==> src/rtl/sto_search_ctrl_if.sv <==
// Request/result bus between the STO search controller and its host.
// The master drives the request, config and metric stream; the slave returns status and results.
interface sto_search_ctrl_if #(
    parameter int IDX_W = 13,
    parameter int MET_W = 16,
    parameter int CFG_W = 12
);
    logic             start;
    logic [CFG_W-1:0] nfft;
    logic [CFG_W-1:0] ng;
    logic [CFG_W-1:0] com_delay;
    logic             metric_valid;
    logic [MET_W-1:0] metric;
    logic             busy;
    logic             done;
    logic [IDX_W-1:0] peak_idx;
    logic [MET_W-1:0] peak_val;
    logic [CFG_W-1:0] est_sto;
    logic             err;

    modport master (
        output start, nfft, ng, com_delay, metric_valid, metric,
        input  busy, done, peak_idx, peak_val, est_sto, err
    );

    modport slave (
        input  start, nfft, ng, com_delay, metric_valid, metric,
        output busy, done, peak_idx, peak_val, est_sto, err
    );
endinterface

==> src/rtl/sto_search_ctrl.sv <==
// Sample-timing-offset search: scans an (nfft+ng)-sample timing-metric window for its peak
// and reports est_sto = (nfft+ng) - com_delay - peak_idx with a busy/done handshake.
//
// state    | meaning
// S_IDLE   | waiting for start; config latched on accept
// S_SEARCH | accepting metric samples, tracking running max and its index
// S_CALC   | one cycle; estimate computed, results registered on exit
module sto_search_ctrl #(
    parameter int IDX_W = 13,
    parameter int MET_W = 16,
    parameter int CFG_W = 12
) (
    input  logic                 clk,
    input  logic                 rst_n,
    sto_search_ctrl_if.slave     bus
);

    localparam int PAD = IDX_W - CFG_W;
    localparam logic [IDX_W-1:0] IDX_ONE = {{(IDX_W-1){1'b0}}, 1'b1};

    typedef enum logic [1:0] {
        S_IDLE,
        S_SEARCH,
        S_CALC
    } state_t;

    state_t state_q, state_d;

    logic [IDX_W-1:0] win_q;
    logic [IDX_W-1:0] cnt_q;
    logic [IDX_W-1:0] idx_q;
    logic [MET_W-1:0] max_q;
    logic [CFG_W-1:0] com_q;
    logic             zero_q;

    logic [IDX_W-1:0] win_d;
    logic             accept;
    logic             take;
    logic [IDX_W:0]   diff;

    logic             busy_q;
    logic             done_q;
    logic             err_q;
    logic [IDX_W-1:0] peak_idx_q;
    logic [MET_W-1:0] peak_val_q;
    logic [CFG_W-1:0] est_sto_q;

    // Window length at IDX_W bits: two CFG_W operands cannot overflow it.
    assign win_d = {{PAD{1'b0}}, bus.nfft} + {{PAD{1'b0}}, bus.ng};

    assign diff = {1'b0, win_q}
                - {{(PAD+1){1'b0}}, com_q}
                - {1'b0, idx_q};

    always_comb begin
        state_d = state_q;
        accept  = 1'b0;
        take    = 1'b0;
        case (state_q)
            S_IDLE: begin
                if (bus.start) begin
                    accept  = 1'b1;
                    state_d = (win_d == '0) ? S_CALC : S_SEARCH;
                end
            end
            S_SEARCH: begin
                if (bus.metric_valid) begin
                    take = 1'b1;
                    if (cnt_q == win_q - IDX_ONE) begin
                        state_d = S_CALC;
                    end
                end
            end
            S_CALC: begin
                state_d = S_IDLE;
            end
            default: begin
                state_d = S_IDLE;
            end
        endcase
    end

    always_ff @(posedge clk or negedge rst_n) begin
        if (!rst_n) begin
            state_q <= S_IDLE;
        end else begin
            state_q <= state_d;
        end
    end

    always_ff @(posedge clk or negedge rst_n) begin
        if (!rst_n) begin
            win_q  <= '0;
            cnt_q  <= '0;
            idx_q  <= '0;
            max_q  <= '0;
            com_q  <= '0;
            zero_q <= 1'b0;
        end else if (accept) begin
            win_q  <= win_d;
            com_q  <= bus.com_delay;
            zero_q <= (win_d == '0);
            cnt_q  <= '0;
            idx_q  <= '0;
            max_q  <= '0;
        end else if (take) begin
            cnt_q <= cnt_q + IDX_ONE;
            // Strict compare keeps the earliest index on ties.
            if (cnt_q == '0 || bus.metric > max_q) begin
                max_q <= bus.metric;
                idx_q <= cnt_q;
            end
        end
    end

    always_ff @(posedge clk or negedge rst_n) begin
        if (!rst_n) begin
            busy_q     <= 1'b0;
            done_q     <= 1'b0;
            err_q      <= 1'b0;
            peak_idx_q <= '0;
            peak_val_q <= '0;
            est_sto_q  <= '0;
        end else begin
            busy_q <= (state_d != S_IDLE);
            done_q <= (state_q == S_CALC);
            if (state_q == S_CALC) begin
                err_q <= zero_q | diff[IDX_W];
                if (zero_q) begin
                    peak_idx_q <= '0;
                    peak_val_q <= '0;
                    est_sto_q  <= '0;
                end else begin
                    peak_idx_q <= idx_q;
                    peak_val_q <= max_q;
                    est_sto_q  <= diff[CFG_W-1:0];
                end
            end
        end
    end

    assign bus.busy     = busy_q;
    assign bus.done     = done_q;
    assign bus.err      = err_q;
    assign bus.peak_idx = peak_idx_q;
    assign bus.peak_val = peak_val_q;
    assign bus.est_sto  = est_sto_q;

endmodule

==> src/flat_wrapper.sv <==
// flat-port wrapper written by rule: the top's interface ports become plain ports
module sto_search_ctrl_flat 
#(
    parameter int IDX_W = 13,
    parameter int MET_W = 16,
    parameter int CFG_W = 12
)
  (clk, rst_n, bus_start, bus_nfft, bus_ng, bus_com_delay, bus_metric_valid, bus_metric, bus_busy, bus_done, bus_peak_idx, bus_peak_val, bus_est_sto, bus_err);
  sto_search_ctrl_if #(.IDX_W(IDX_W), .MET_W(MET_W), .CFG_W(CFG_W)) bus_i ();
  input  logic clk;
  input  logic rst_n;
  input wire logic [$bits(bus_i.start)-1:0] bus_start;
  input wire logic [$bits(bus_i.nfft)-1:0] bus_nfft;
  input wire logic [$bits(bus_i.ng)-1:0] bus_ng;
  input wire logic [$bits(bus_i.com_delay)-1:0] bus_com_delay;
  input wire logic [$bits(bus_i.metric_valid)-1:0] bus_metric_valid;
  input wire logic [$bits(bus_i.metric)-1:0] bus_metric;
  output wire logic [$bits(bus_i.busy)-1:0] bus_busy;
  output wire logic [$bits(bus_i.done)-1:0] bus_done;
  output wire logic [$bits(bus_i.peak_idx)-1:0] bus_peak_idx;
  output wire logic [$bits(bus_i.peak_val)-1:0] bus_peak_val;
  output wire logic [$bits(bus_i.est_sto)-1:0] bus_est_sto;
  output wire logic [$bits(bus_i.err)-1:0] bus_err;
  assign bus_i.start = bus_start;
  assign bus_i.nfft = bus_nfft;
  assign bus_i.ng = bus_ng;
  assign bus_i.com_delay = bus_com_delay;
  assign bus_i.metric_valid = bus_metric_valid;
  assign bus_i.metric = bus_metric;
  assign bus_busy = bus_i.busy;
  assign bus_done = bus_i.done;
  assign bus_peak_idx = bus_i.peak_idx;
  assign bus_peak_val = bus_i.peak_val;
  assign bus_est_sto = bus_i.est_sto;
  assign bus_err = bus_i.err;
  sto_search_ctrl #(.IDX_W(IDX_W), .MET_W(MET_W), .CFG_W(CFG_W)) u_core (.clk(clk), .rst_n(rst_n), .bus(bus_i));
endmodule
==> config.mk <==
export PLATFORM = sky130hd
export DESIGN_NAME = sto_search_ctrl_flat
export DESIGN_NICKNAME = d
export VERILOG_FILES = /design/src/rtl/sto_search_ctrl_if.sv /design/src/rtl/sto_search_ctrl.sv /design/src/flat_wrapper.sv
export SDC_FILE = /design/constraint.sdc
export NUM_CORES = 1
export LEC_CHECK = 0
export CORE_AREA = 2 2 135 137
export CTS_BUF_LIST = sky130_fd_sc_hd__clkbuf_4
export DETAILED_ROUTE_END_ITERATION = 16
export DIE_AREA = 0 0 137 139
export PLACE_DENSITY_LB_ADDON = 0.15
export SLEW_MARGIN = 20
export SYNTH_ARGS = -nofsm -noshare
export SYNTH_HDL_FRONTEND = slang
export SYNTH_SLANG_ARGS = --single-unit
==> constraint.sdc <==
create_clock -name clk -period 4.7 [get_ports clk]
set_input_delay 0.94 -clock clk [delete_from_list [all_inputs] [get_ports clk]]
set_output_delay 0.94 -clock clk [all_outputs]
set_load 0.1 [all_outputs]
==> impl_metrics.yaml, run 1 <==
placed_design:
  dpl-instance-area_um2: 8090
  globalplace.congestion: 0.839
  dpl.hpwl_um: 13000
  numPortBuffers: 99
power_and_ir_drop:
  ir_drop_mv: 0.303
  total_power_mw: 4.84
  powerDensity_nw_per_um2: 580
  p_switching_mw: 2.16
  sw_frac_of_total: 0.446
  p_leak_nw: 3.70
  p_clk_frac: 0.143
  p_comb_frac: 0.559
  seq_power_share: 0.298
  p_int_mw: 2.68
sta:
  fmax_mhz: 297
  setup_viol: 0
  slew_viol_final: 0
  rsz0062_at_grt: "no"
  fin_crit_sh: 0.718
  fin_skew_ns: 0.0217
  relSlewSlack: 0.320
  setup_tns_ns: 0
  period_needed_ns: 3.37
  tightest_slew_ns: 1.02
  finalHoldViolCount: 0
run_status:
  status: "finished, final reports clean"
global_routing:
  grt_pass1_wl_um: 28700
  overflow: 0
  grt_usage: 0.191
  antenna_found_initial: 1
  grt_pass1_vias: 5728
  grt_max_degree: 53
critical_path:
  worstSetupPathType: "in -> reg"
  path_cells: "clkdlybuf4s50_1, ha_1, nand4_1, or3_1, or2_1, o21ai_1, or2_1, buf_4, mux2_1"
  critPathMaxStageDelay_ns: 0.44
  cp_slowest_cell: "or3_1"
  startpoint_type: "input pin"
  cp_max_fo: 16
  worst_setup_path_end_kind: "register"
  worst-endpoint-arrival_ns: 3.78
  critPathTopFamily: "simple AND/OR/NAND/NOR gates"
  cpMostUsedCell: "or2_1"
  crit_required_ns: 5.11
  critical_path_buf_inv_count: 2
floorplan:
  rows: 49
  dieArea_um2: 19000
  dieWidth_um: 137
  start_util: 0.391
  ioPinCount: 100
  die_y_um: 139
  core_um2: 17700
routing:
  wl_per_cell_um: 16.3
  drc: 0
  antenna_left: 0
  first_pass_iters: 5
  vias: 5518
  drt-initial-drc-count: 355
  wl_um: 17100
  vias_per_cell: 5.27
clock_network:
  clk_latency_ns: 0.54
  path_clk_slew_ns: 0.12
  cts_resized: 0
  root_buffer: "clkbuf_4"
  htreeDepth: 4
  cts_sinks: 114
  cts_tree: "yes"
  clk_path_buf_depth: 2
  postCtsSetupRepairBufs: 0
  cts-buffers-inserted: 17
  ctsHoldBuffers: 0
logic_synthesis:
  synth_seq_cells: 114
  ys.flop_type: "dfrtp_1"
  ys_seq_area_frac: 0.413
  avgSynthCellArea_um2: 9.66
  async_flop_share: 1.00
  synth_area_um2: 6910
  netlist_instances: 715
  synth_cell_types: 67
  yosys_warnings: 0
  synth-edff-count: 0
  synth.net_count: 831
layout:
  drive_above_1_share: 0.0649
  fin_area_um2: 8350
  nets: 921
  final_cell_mix: "dfrtp_1, clkdlybuf4s50_1, nand2_1"
  area_growth_pct: 20.9
  final_common_cell: "dfrtp_1"
worst_hold_path:
  hp-class: "in -> async"
job:
  cap_violations: 0
[worst register-to-register path, stage by stage (launching register included)]
cell	delay, ns
dfrtp_1	0.49
fa_1	0.46
fa_1	0.43
a21o_1	0.20
a21o_1	0.21
a2111oi_0	0.41
nor3_1	0.16
a31o_1	0.25
xnor2_1	0.15
o31ai_1	0.22
[stage by stage]
stage	hold slack (ns)	util	worst slack (ns)	instances
floorplan	0.452	-	1.67	715
global placement	0.462	0.458	0.806	1015
detailed placement	0.467	0.458	0.788	1015
CTS	0.373	0.473	1.36	1046
global route	0.398	0.473	1.18	1047
finish	0.382	0.473	1.33	1047
[cell families (layout without fill, tap and decap cells)]
group,Yosys count,count (layout),synth area share
DFF,114,114,0.413
muxes,22,22,0.0384
adders and majority gates,60,60,0.123
other,0,1,0
buffers and inverters,90,192,0.0513
xor gates and xnor gates,42,42,0.0533
AOI/OAI and AO/OA,162,162,0.165
and+or+nand+nor,225,225,0.156
[power by group through the flow]
stage / Clock (mW) / Sequential, mW / Combinational [mW]
after global placement: 0 / 1.45 / 2.61
final: 0.695 / 1.44 / 2.71
after CTS: 0.715 / 1.44 / 2.72
after floorplan: 0 / 1.46 / 2.02
after detailed placement: 0 / 1.46 / 2.70
after global routing: 0.753 / 1.47 / 3.06
[sequential cells by signal (all words and copies together), names as in the netlist, 2 cells and up]
signal	cells
u_core.bus.est_sto	12
u_core.bus.peak_idx	13
u_core.bus.peak_val	16
u_core.cnt_q	13
u_core.com_q	12
u_core.idx_q	13
u_core.max_q	16
u_core.state_q	2
u_core.win_q	13
[per-layer routing]
| metal | vias to the layer above | share of wire | GRT usage | wire [um] |
|---|---|---|---|---|
| met5 | - | 0 | 0 | 0 |
| met4 | 0 | 0.012 | 0.0548 | 200 |
| met3 | 12 | 0.045 | 0.0417 | 764 |
| met2 | 114 | 0.48 | 0.308 | 8150 |
| met1 | 2691 | 0.47 | 0.258 | 8000 |
| li1 | 2701 | - | - | - |
[cell usage after synthesis, types with 8 or more instances]
| library cell | n | share of area |
|---|---|---|
| xor2_1 | 19 | 0.024 |
| clkbuf_1 | 29 | 0.016 |
| nand2_1 | 80 | 0.043 |
| inv_1 | 56 | 0.030 |
| ha_1 | 47 | 0.085 |
| fa_1 | 13 | 0.038 |
| a21oi_1 | 17 | 0.012 |
| o31ai_1 | 31 | 0.034 |
| mux2_1 | 8 | 0.013 |
| xnor2_1 | 23 | 0.029 |
| a21o_1 | 13 | 0.014 |
| nand3_1 | 22 | 0.016 |
| nor3_1 | 11 | 0.0080 |
| a22o_1 | 8 | 0.010 |
| nor2_1 | 52 | 0.028 |
| dfrtp_1 | 114 | 0.41 |
| o22ai_1 | 11 | 0.010 |
| o21ai_0 | 33 | 0.024 |
[layout make-up]
| cell class | instances | area [um^2] |
|---|---|---|
| Fill cell | 1682 | 9310 |
| Multi-Input combinational cell | 511 | 3700 |
| Sequential cell | 114 | 2850 |
| Timing Repair Buffer | 105 | 1030 |
| Tap cell | 229 | 287 |
| Inverter | 56 | 210 |
| Clock buffer | 19 | 143 |
| Clock inverter | 12 | 118 |
| Antenna cell | 1 | 2.50 |
[path summary, 6_finish.rpt]
path	from	endpoint	slack [ns]	cells after the start
worst max-delay path	bus_metric[15]	u_core.max_q[2]	1.33	9
worst min-delay path	rst_n	u_core.com_q[6]	0.38	1
worst max register to register	u_core.win_q[0]	u_core.bus.est_sto[10]	1.63	9
worst min register to register	u_core.bus.peak_idx[10]	u_core.bus.peak_idx[10]	0.48	2
max in group asynchronous	rst_n	u_core.bus.peak_idx[10]	3.39	2
min in group clk	u_core.bus.peak_idx[10]	u_core.bus.peak_idx[10]	0.48	2
(Power assumes the default switching activity.)
==> inputs of run 2 (changes only) <==
==> constraint.sdc (replaced) <==
create_clock -name clk -period 2.93 [get_ports clk]
set_input_delay 0.586 -clock clk [delete_from_list [all_inputs] [get_ports clk]]
set_output_delay 0.586 -clock clk [all_outputs]
set_load 0.1 [all_outputs]
==> run 2 against run 1 <==
Worst setup slack worse by 1.2 ns. Sequential share of layout area shrank 1.3 points. Register-to-register slack got worse by 1.5 ns. Combinational power increased by 82%. Wire length up 3.2%. Sequential cell count unchanged. Core utilization increased by 1.9 points. Highest routed layer unchanged.
==> impl_metrics.yaml, run 2 (same netlist as run 1, synthesis figures left out) <==
clock_network:
  clk_latency_ns: 0.53
  cts-buffers-inserted: 17
  cts_tree: "yes"
  root_buffer: "clkbuf_4"
  clk_path_buf_depth: 2
  path_clk_slew_ns: 0.11
  htreeDepth: 4
  cts_sinks: 114
  ctsHoldBuffers: 0
sta:
  setup_viol: 0
  period_needed_ns: 2.80
  fin_skew_ns: 0.0195
  relSlewSlack: 0.538
  tightest_slew_ns: 0.693
  fmax_mhz: 357
  setup_ws_ns: 0.131
  slew_viol_final: 0
  finalHoldViolCount: 0
  fin_crit_sh: 0.955
layout:
  area_growth_pct: 25.7
  final_cell_mix: "dfrtp_1, buf_4, nand2_1"
  final_common_cell: "dfrtp_1"
  drive_above_1_share: 0.178
  nets: 967
  final_cells: 1095
  post-route-util: 0.492
  fin_area_um2: 8680
floorplan:
  dieWidth_um: 137
  core_um2: 17700
  die_y_um: 139
  dieArea_um2: 19000
  rows: 49
  start_util: 0.391
  ioPinCount: 100
critical_path:
  critPathMaxStageDelay_ns: 0.59
  crit_start: "u_core.idx_q[2]"
  path_cells: "inv_1, fa_1, ha_4, a21o_1, a21o_1, a2111oi_4, nor3_2, a31o_1, xnor2_1, o31ai_1"
  critPathTopFamily: "compound AO/OA/AOI/OAI gates"
  critical_path_buf_inv_count: 1
  worst-endpoint-arrival_ns: 3.24
  cp_max_fo: 4
  reg2reg_depth: 10
  startpoint_type: "register"
  worstSetupPathType: "reg -> reg"
  cpMostUsedCell: "a21o_1"
  worst_setup_path_end_kind: "register"
  crit_required_ns: 3.37
  timing.rr.start: "u_core.idx_q[2]"
  cp_slowest_cell: "fa_1"
  cp_num_cells: 10
placed_design:
  dpl-instance-area_um2: 8350
  dpl.cell_count: 1061
  numPortBuffers: 99
  dpl.hpwl_um: 13800
  dpl_worst_slack_ns: -0.390
  globalplace.congestion: 0.843
run_status:
  status: "finished, final reports clean"
power_and_ir_drop:
  p_leak_nw: 4.04
  ir_drop_mv: 0.520
  total_power_mw: 8.35
  seq_power_share: 0.272
  sw_frac_of_total: 0.439
  p_int_mw: 4.69
  p_comb_frac: 0.591
  powerDensity_nw_per_um2: 961
  p_switching_mw: 3.66
  p_clk_frac: 0.137
routing:
  first_pass_iters: 4
  antenna_left: 0
  vias: 5642
  wl_um: 17700
  wl_per_cell_um: 16.1
  drc: 0
  drt-initial-drc-count: 305
  vias_per_cell: 5.15
job:
  cap_violations: 0
global_routing:
  grt_pass1_vias: 5876
  overflow: 0
  grt_pass1_wl_um: 28600
  grt_max_degree: 53
  grt_usage: 0.192
  antenna_found_initial: 1
worst_hold_path:
  hp-class: "in -> async"
[run 2: cell count changes in the layout (fill, tap and decap cells not counted), sizes merged]
cell | previous run | this run
clkinvlp | 4 | 2
clkbuf | 19 | 18
clkdlybuf4s50 | 98 | 54
inv | 56 | 57
buf | 7 | 97
clkinv | 6 | 9
diode | 1 | 2
[run 2: stage by stage]
stage | setup TNS, ns | hold WS (ns)
2_1_floorplan | 0 | 0.290
3_3_place_gp | -3.19 | 0.465
3_5_place_dp | -4.68 | 0.468
4_1_cts | 0 | 0.0617
5_1_grt | -0.0125 | 0.0673
6_report | 0 | 0.0682
[run 2: final cells by class]
cell class                      instances  area [um^2]
Inverter                               56          210
Timing Repair Buffer                  151         1290
Antenna cell                            2         5.00
Tap cell                              229          287
Sequential cell                       114         2850
Clock inverter                         14          140
Clock buffer                           18          135
Fill cell                            1709         8970
Multi-Input combinational cell        511         3760
[run 2: worst paths after layout]
kind | end | slack (ns)
min in group clk | u_core.bus.peak_idx[11] | 0.48
max in group asynchronous | u_core.bus.peak_val[3] | 2.15
worst max register to register | u_core.bus.est_sto[10] | 0.13
worst min-delay path | u_core.bus.est_sto[9] | 0.07
worst max-delay path | u_core.bus.est_sto[10] | 0.13
worst min register to register | u_core.bus.peak_idx[11] | 0.48
[run 2: power groups by stage]
stage / clock network, mW / logic [mW] / registers (mW)
6_report: 1.14 / 4.93 / 2.27
5_1_grt: 1.26 / 5.47 / 2.32
4_1_cts: 1.19 / 4.73 / 2.26
3_5_place_dp: 0 / 4.68 / 2.30
3_3_place_gp: 0 / 4.54 / 2.29
2_1_floorplan: 0 / 3.24 / 2.34
[run 2: metal layers]
layer | global-route usage | wire length [um] | vias to the layer above
li1 | - | - | 2798
met1 | 0.254 | 8170 | 2708
met2 | 0.312 | 8620 | 110
met3 | 0.0373 | 616 | 26
met4 | 0.0695 | 248 | 0
met5 | 0 | 0 | -
[run 2: timing repair]
| action | CTS | global route |
|---|---|---|
| pin swaps | 0 | 3 |
| gates cloned | 0 | 0 |
| resized for setup | 1 | 9 |
| setup buffers | 0 | 0 |
| endpoints found under the setup margin | 1 | 3 |
[run 2: worst register-to-register path, cell delays in order, from the launching register on]
cell and delay, ns:
dfrtp_1 0.34, inv_1 0.07, fa_1 0.59, ha_4 0.23, a21o_1 0.16, a21o_1 0.22, a2111oi_4 0.37, nor3_2 0.11
a31o_1 0.25, xnor2_1 0.15, o31ai_1 0.23
